$ cat config.mk
export PLATFORM = sky130hd
export DESIGN_NAME = aes_bist_ctrl
export DESIGN_NICKNAME = d
export VERILOG_FILES = /design/src/rtl/aes_bist_ctrl.sv
export SDC_FILE = /design/constraint.sdc
export NUM_CORES = 1
export LEC_CHECK = 0
export BUFFER_PORTS_ARGS = -buffer_cell sky130_fd_sc_hd__buf_4
export CORE_ASPECT_RATIO = 0.9
export CORE_UTILIZATION = 30
export CTS_BUF_LIST = sky130_fd_sc_hd__clkbuf_16
export DETAILED_ROUTE_END_ITERATION = 8
export GPL_ROUTABILITY_DRIVEN = 0
export PLACE_DENSITY = 0.57
export SYNTH_ARGS = -nofsm -noshare
export SYNTH_HDL_FRONTEND = slang
export SYNTH_SLANG_ARGS = --single-unit
$ cat constraint.sdc
create_clock -name clk -period 3.6 [get_ports clk]
set_input_delay 0.36 -clock clk [delete_from_list [all_inputs] [get_ports clk]]
set_output_delay 0.36 -clock clk [all_outputs]
set_load 0.1 [all_outputs]
$ cat src/rtl/aes_bist_ctrl.sv
// AES BIST sequencer: clears the pattern generators and MISR, runs N_PATTERNS generator
// cycles, drains the datapath pipeline, then checks the MISR signature against GOLDEN_SIG.
module aes_bist_ctrl #(
  parameter int                N_PATTERNS = 256,
  parameter int                LATENCY    = 4,
  parameter int                SIG_W      = 8,
  parameter logic [SIG_W-1:0]  GOLDEN_SIG = 8'hC0
) (
  input  logic             clk,
  input  logic             rst,
  input  logic             start,
  input  logic             abort,
  input  logic [SIG_W-1:0] sig_in,
  output logic             bist_rst,
  output logic             en_gen,
  output logic             en_cmp,
  output logic             busy,
  output logic             done,
  output logic             pass,
  output logic             fail,
  output logic [SIG_W-1:0] sig_cap
);

  localparam int CW = $clog2(N_PATTERNS + 1);
  localparam int DW = (LATENCY < 1) ? 1 : $clog2(LATENCY + 1);
  localparam logic [CW-1:0] CNT_LAST = CW'(N_PATTERNS - 1);
  localparam logic [DW-1:0] DRN_LAST = (LATENCY < 1) ? '0 : DW'(LATENCY - 1);

  typedef enum logic [2:0] {
    S_IDLE,
    S_CLEAR,
    S_RUN,
    S_DRAIN,
    S_CHECK,
    S_DONE
  } state_t;

  state_t           state_q, state_d;
  logic [CW-1:0]    cnt_q, cnt_d;
  logic [DW-1:0]    drn_q, drn_d;
  logic             bist_rst_q, bist_rst_d;
  logic             en_gen_q, en_gen_d;
  logic             busy_q, busy_d;
  logic             done_q, done_d;
  logic             pass_q, pass_d;
  logic             fail_q, fail_d;
  logic [SIG_W-1:0] sig_cap_q, sig_cap_d;
  logic             flush;

  always_comb begin
    state_d = state_q;
    cnt_d   = cnt_q;
    drn_d   = drn_q;
    flush   = abort && (state_q inside {S_CLEAR, S_RUN, S_DRAIN, S_CHECK});

    case (state_q)
      S_IDLE:  if (start) state_d = S_CLEAR;
      S_CLEAR: begin
        state_d = S_RUN;
        cnt_d   = '0;
        drn_d   = '0;
      end
      S_RUN: begin
        if (cnt_q == CNT_LAST) state_d = (LATENCY == 0) ? S_CHECK : S_DRAIN;
        else                   cnt_d   = cnt_q + CW'(1);
      end
      S_DRAIN: begin
        if (drn_q == DRN_LAST) state_d = S_CHECK;
        else                   drn_d   = drn_q + DW'(1);
      end
      S_CHECK: state_d = S_DONE;
      S_DONE:  if (start) state_d = S_CLEAR;
      default: state_d = S_IDLE;
    endcase

    if (flush) begin
      state_d = S_IDLE;
      cnt_d   = '0;
      drn_d   = '0;
    end

    // Outputs are decoded from the next state so they line up with the state register.
    bist_rst_d = (state_d == S_CLEAR);
    en_gen_d   = (state_d == S_RUN);
    busy_d     = (state_d inside {S_CLEAR, S_RUN, S_DRAIN, S_CHECK});
    done_d     = (state_d == S_DONE);
    pass_d     = 1'b0;
    fail_d     = 1'b0;
    sig_cap_d  = '0;
    if (state_d == S_DONE) begin
      if (state_q == S_CHECK) begin
        sig_cap_d = sig_in;
        pass_d    = (sig_in == GOLDEN_SIG);
        fail_d    = (sig_in != GOLDEN_SIG);
      end else begin
        sig_cap_d = sig_cap_q;
        pass_d    = pass_q;
        fail_d    = fail_q;
      end
    end
  end

  always_ff @(posedge clk) begin
    if (rst) begin
      state_q    <= S_IDLE;
      cnt_q      <= '0;
      drn_q      <= '0;
      bist_rst_q <= 1'b0;
      en_gen_q   <= 1'b0;
      busy_q     <= 1'b0;
      done_q     <= 1'b0;
      pass_q     <= 1'b0;
      fail_q     <= 1'b0;
      sig_cap_q  <= '0;
    end else begin
      state_q    <= state_d;
      cnt_q      <= cnt_d;
      drn_q      <= drn_d;
      bist_rst_q <= bist_rst_d;
      en_gen_q   <= en_gen_d;
      busy_q     <= busy_d;
      done_q     <= done_d;
      pass_q     <= pass_d;
      fail_q     <= fail_d;
      sig_cap_q  <= sig_cap_d;
    end
  end

  // en_cmp mirrors en_gen through the datapath latency so the MISR sees matching responses.
  if (LATENCY == 0) begin : g_no_delay
    assign en_cmp = en_gen_q;
  end else begin : g_delay
    logic [LATENCY-1:0] dly_q, dly_d;

    always_comb begin
      dly_d    = dly_q << 1;
      dly_d[0] = en_gen_q;
      if (flush) dly_d = '0;
    end

    always_ff @(posedge clk) begin
      if (rst) dly_q <= '0;
      else     dly_q <= dly_d;
    end

    assign en_cmp = dly_q[LATENCY-1];
  end

  assign bist_rst = bist_rst_q;
  assign en_gen   = en_gen_q;
  assign busy     = busy_q;
  assign done     = done_q;
  assign pass     = pass_q;
  assign fail     = fail_q;
  assign sig_cap  = sig_cap_q;

endmodule

==> flow_metrics.tcl <==
set metrics [dict create \
    outcome "complete, no violations" \
    dr.pass1.iters 4 \
    end_kind "flop" \
    yosysWarningCount 0 \
    postCtsSetupBuffers 0 \
    cp_cell_sequence "ha_1 > nand3_1 > nor3_1 > ha_1 > nand2b_1 > a21oi_1 > o22ai_1 > nor4_1" \
    r2r_slack_ns 1.56 \
    avgViaCountPerCell 4.69 \
    cap_violations 0 \
    yosysMostFrequentCell "dfxtp_1" \
    regArea_sq_um 661 \
    crit_buf_inv 0 \
    tightest_slew_ns 0.676 \
    path_clk_slew_ns 0.05 \
    cts.sinks 33 \
    finalMaxSlewViolations 0 \
    drive_gt1_share_pct 19.0 \
    synth_area_leaders "dfxtp_1 (45%), nand2_1 (6.9%), a21oi_1 (6.5%)" \
    die_h_um 68.3 \
    cp.required_ns 3.77 \
    tritoncts "done" \
    grt_pass1_wl_um 5160 \
    netlist_top_cells_count "dfxtp_1 (33), nand2_1 (27), a21oi_1 (19), nor2_1 (16)" \
    grt_usage_pct 13.7 \
    critPathTopFamily "simple AND/OR/NAND/NOR gates" \
    avgSynthCellArea_sq_um 8.48 \
    cts.path.max_buffers 2 \
    htree_levels 2 \
    cts_made_buffers 5 \
    vias 1229 \
    whs_endpoint "busy" \
    critPathMostFrequentCell "ha_1" \
    synthesis.nets 189 \
    grt-ovfl-total 0 \
    finalCriticalPeriod_ns 2.04 \
    critical_path_class "flop to flop" \
    nets 215 \
    hold_depth 2 \
    ir_drop_mv 0.215 \
    cts_hold_buf 0 \
    root_buffer "clkbuf_16" \
    pwr_density_cell_nw_per_um2 490 \
    diodes 0 \
    r2r_cells 8 \
    io_pins 27 \
    finalSetupTns_ns 0 \
    fp-row-count 23 \
    reg2reg_to "bist_rst" \
    clock-skew-final_ns 0.00416 \
    ys_seq_area_share_pct 45.1 \
    synth_seq_cells 33 \
    crit_path_max_incr_delay_ns 0.38 \
    setup_viol 0 \
    postSynthCellCount 173 \
    cts_resized 0 \
    drc_errors 0 \
    ant_nets 0 \
    drt_wl_total_um 3210 \
    syn-cell-area_sq_um 1470 \
    die_w_um 75.7 \
    crit_path_top_delay_cell "dfxtp_1" \
    wl_per_cell_um 12.2 \
    cp.depth 8 \
    hold_viol 0 \
    async_flop_share_pct 0 \
    path_max_fanout 5 \
    fmax_mhz 490 \
    grt_max_degree 20 \
    reg2reg_from "cnt_q[0]" \
    die_area_sq_um 5170 \
    cp.arrival_ns 2.21 \
    fin_crit_sh_pct 56.7 \
    synth-main-ff-cell "dfxtp_1" \
    fin_ws_ns 1.56 \
    drt-initial-drc-count 163 \
    start_util_pct 32.0 \
    core_area_sq_um 4580 \
    synth_edf_count 0 \
    synth_largest_area_cell "dfxtp_1" \
    yosysUniqueCellTypes 40 \
    maxSlewHeadroom_pct 54.9 \
    antenna_found_initial 0 \
    startpoint_type "flop" \
    fillerInstances 454 \
    syn_to_final_growth_pct 27.0 \
    hpwl_um 2270 \
    min_from "rst" \
    rsz0062_at_grt "no" \
    netlist.area_leader.share_pct 45.1 \
    port-buffer-count 26 \
    hp-class "primary input to flop" \
    grt_pass1_vias 1062 \
    pre_cts_slack_ns 1.59 \
    insertion_delay_ns 0.27 \
    multi_input_area_sq_um 747 \
    leakage_nw 0.710 \
]
area by class of cell:
class / count / area share, %
clock buffer: 5 / 6.72
clock inverter: 3 / 2.02
inverter: 5 / 1.01
multi-input combinational: 128 / 40.1
sequential: 33 / 35.5
tap: 62 / 4.17
timing repair buffer: 26 / 10.5
metal layers:
layer / track usage [%] / up-vias / share of wire, %
met1: 19.9 / 550 / 50
li1: - / 648 / -
met2: 18.2 / 27 / 44
met5: 0 / - / 0
met4: 6.94 / 0 / 1.9
met3: 3.53 / 4 / 4.0
worst reg2reg max path, cell delays in order, from the launching register on:
cell and delay [ns]:
dfxtp_1 0.38, ha_1 0.18, nand3_1 0.10, nor3_1 0.23
ha_1 0.31, nand2b_1 0.09, a21oi_1 0.20, o22ai_1 0.13
nor4_1 0.32
kinds of logic (layout without fill, tap and decap cells):
group	Yosys count	after routing	synth area share, %
compound gates	37	37	14.7
xor+xnor	5	5	2.99
fa+ha+maj	4	4	3.41
buf+inv	12	39	4.01
flops	33	33	45.1
mux	2	2	1.37
simple gates	80	80	28.5
state kept, by name, summed over array words and instances, names as in the netlist:
register / count
busy: 1
g_delay.dly_q: 4
cnt_q: 9
bist_rst: 1
state_q: 3
en_gen: 1
fail: 1
done: 1
pass: 1
drn_q: 3
sig_cap: 8
report_power, final:
group	total, W	switching (W)	internal, W
clock network	0.000473	0.000151	0.000321
logic	0.0000622	0.0000390	0.0000232
registers	0.000378	0.00000796	0.000370
metrics by stage:
stage / hold slack (ns) / std cells / total power, W / instance area [sq um] / util [%]
after floorplan: 0.406 / 173 / 0.000428 / 1470 / -
after global placement: 0.408 / 254 / 0.000448 / 1700 / 37.1
after detailed placement: 0.416 / 254 / 0.000447 / 1700 / 37.1
after CTS: 0.335 / 262 / 0.000918 / 1860 / 40.7
after global routing: 0.341 / 262 / 0.000941 / 1860 / 40.7
final: 0.336 / 262 / 0.000912 / 1860 / 40.7
worst max-delay path by stage:
stage | from | endpoint | slack (ns)
2_1_floorplan | cnt_q[0] | cnt_q[5] | 1.82
3_3_place_gp | cnt_q[0] | bist_rst | 1.60
3_5_place_dp | cnt_q[0] | bist_rst | 1.59
4_1_cts | cnt_q[0] | bist_rst | 1.56
5_1_grt | cnt_q[0] | bist_rst | 1.41
6_report | cnt_q[0] | bist_rst | 1.56
cells in the final DEF, fill, tap and decap left out, types with 5 or more instances in the layout:
cell and instances:
dfxtp_1 33, nand2_1 27, buf_4 26, a21oi_1 19
nor2_1 16, inv_1 6, o21ai_0 5, clkbuf_16 5
Power figures use the tool's default switching activity.
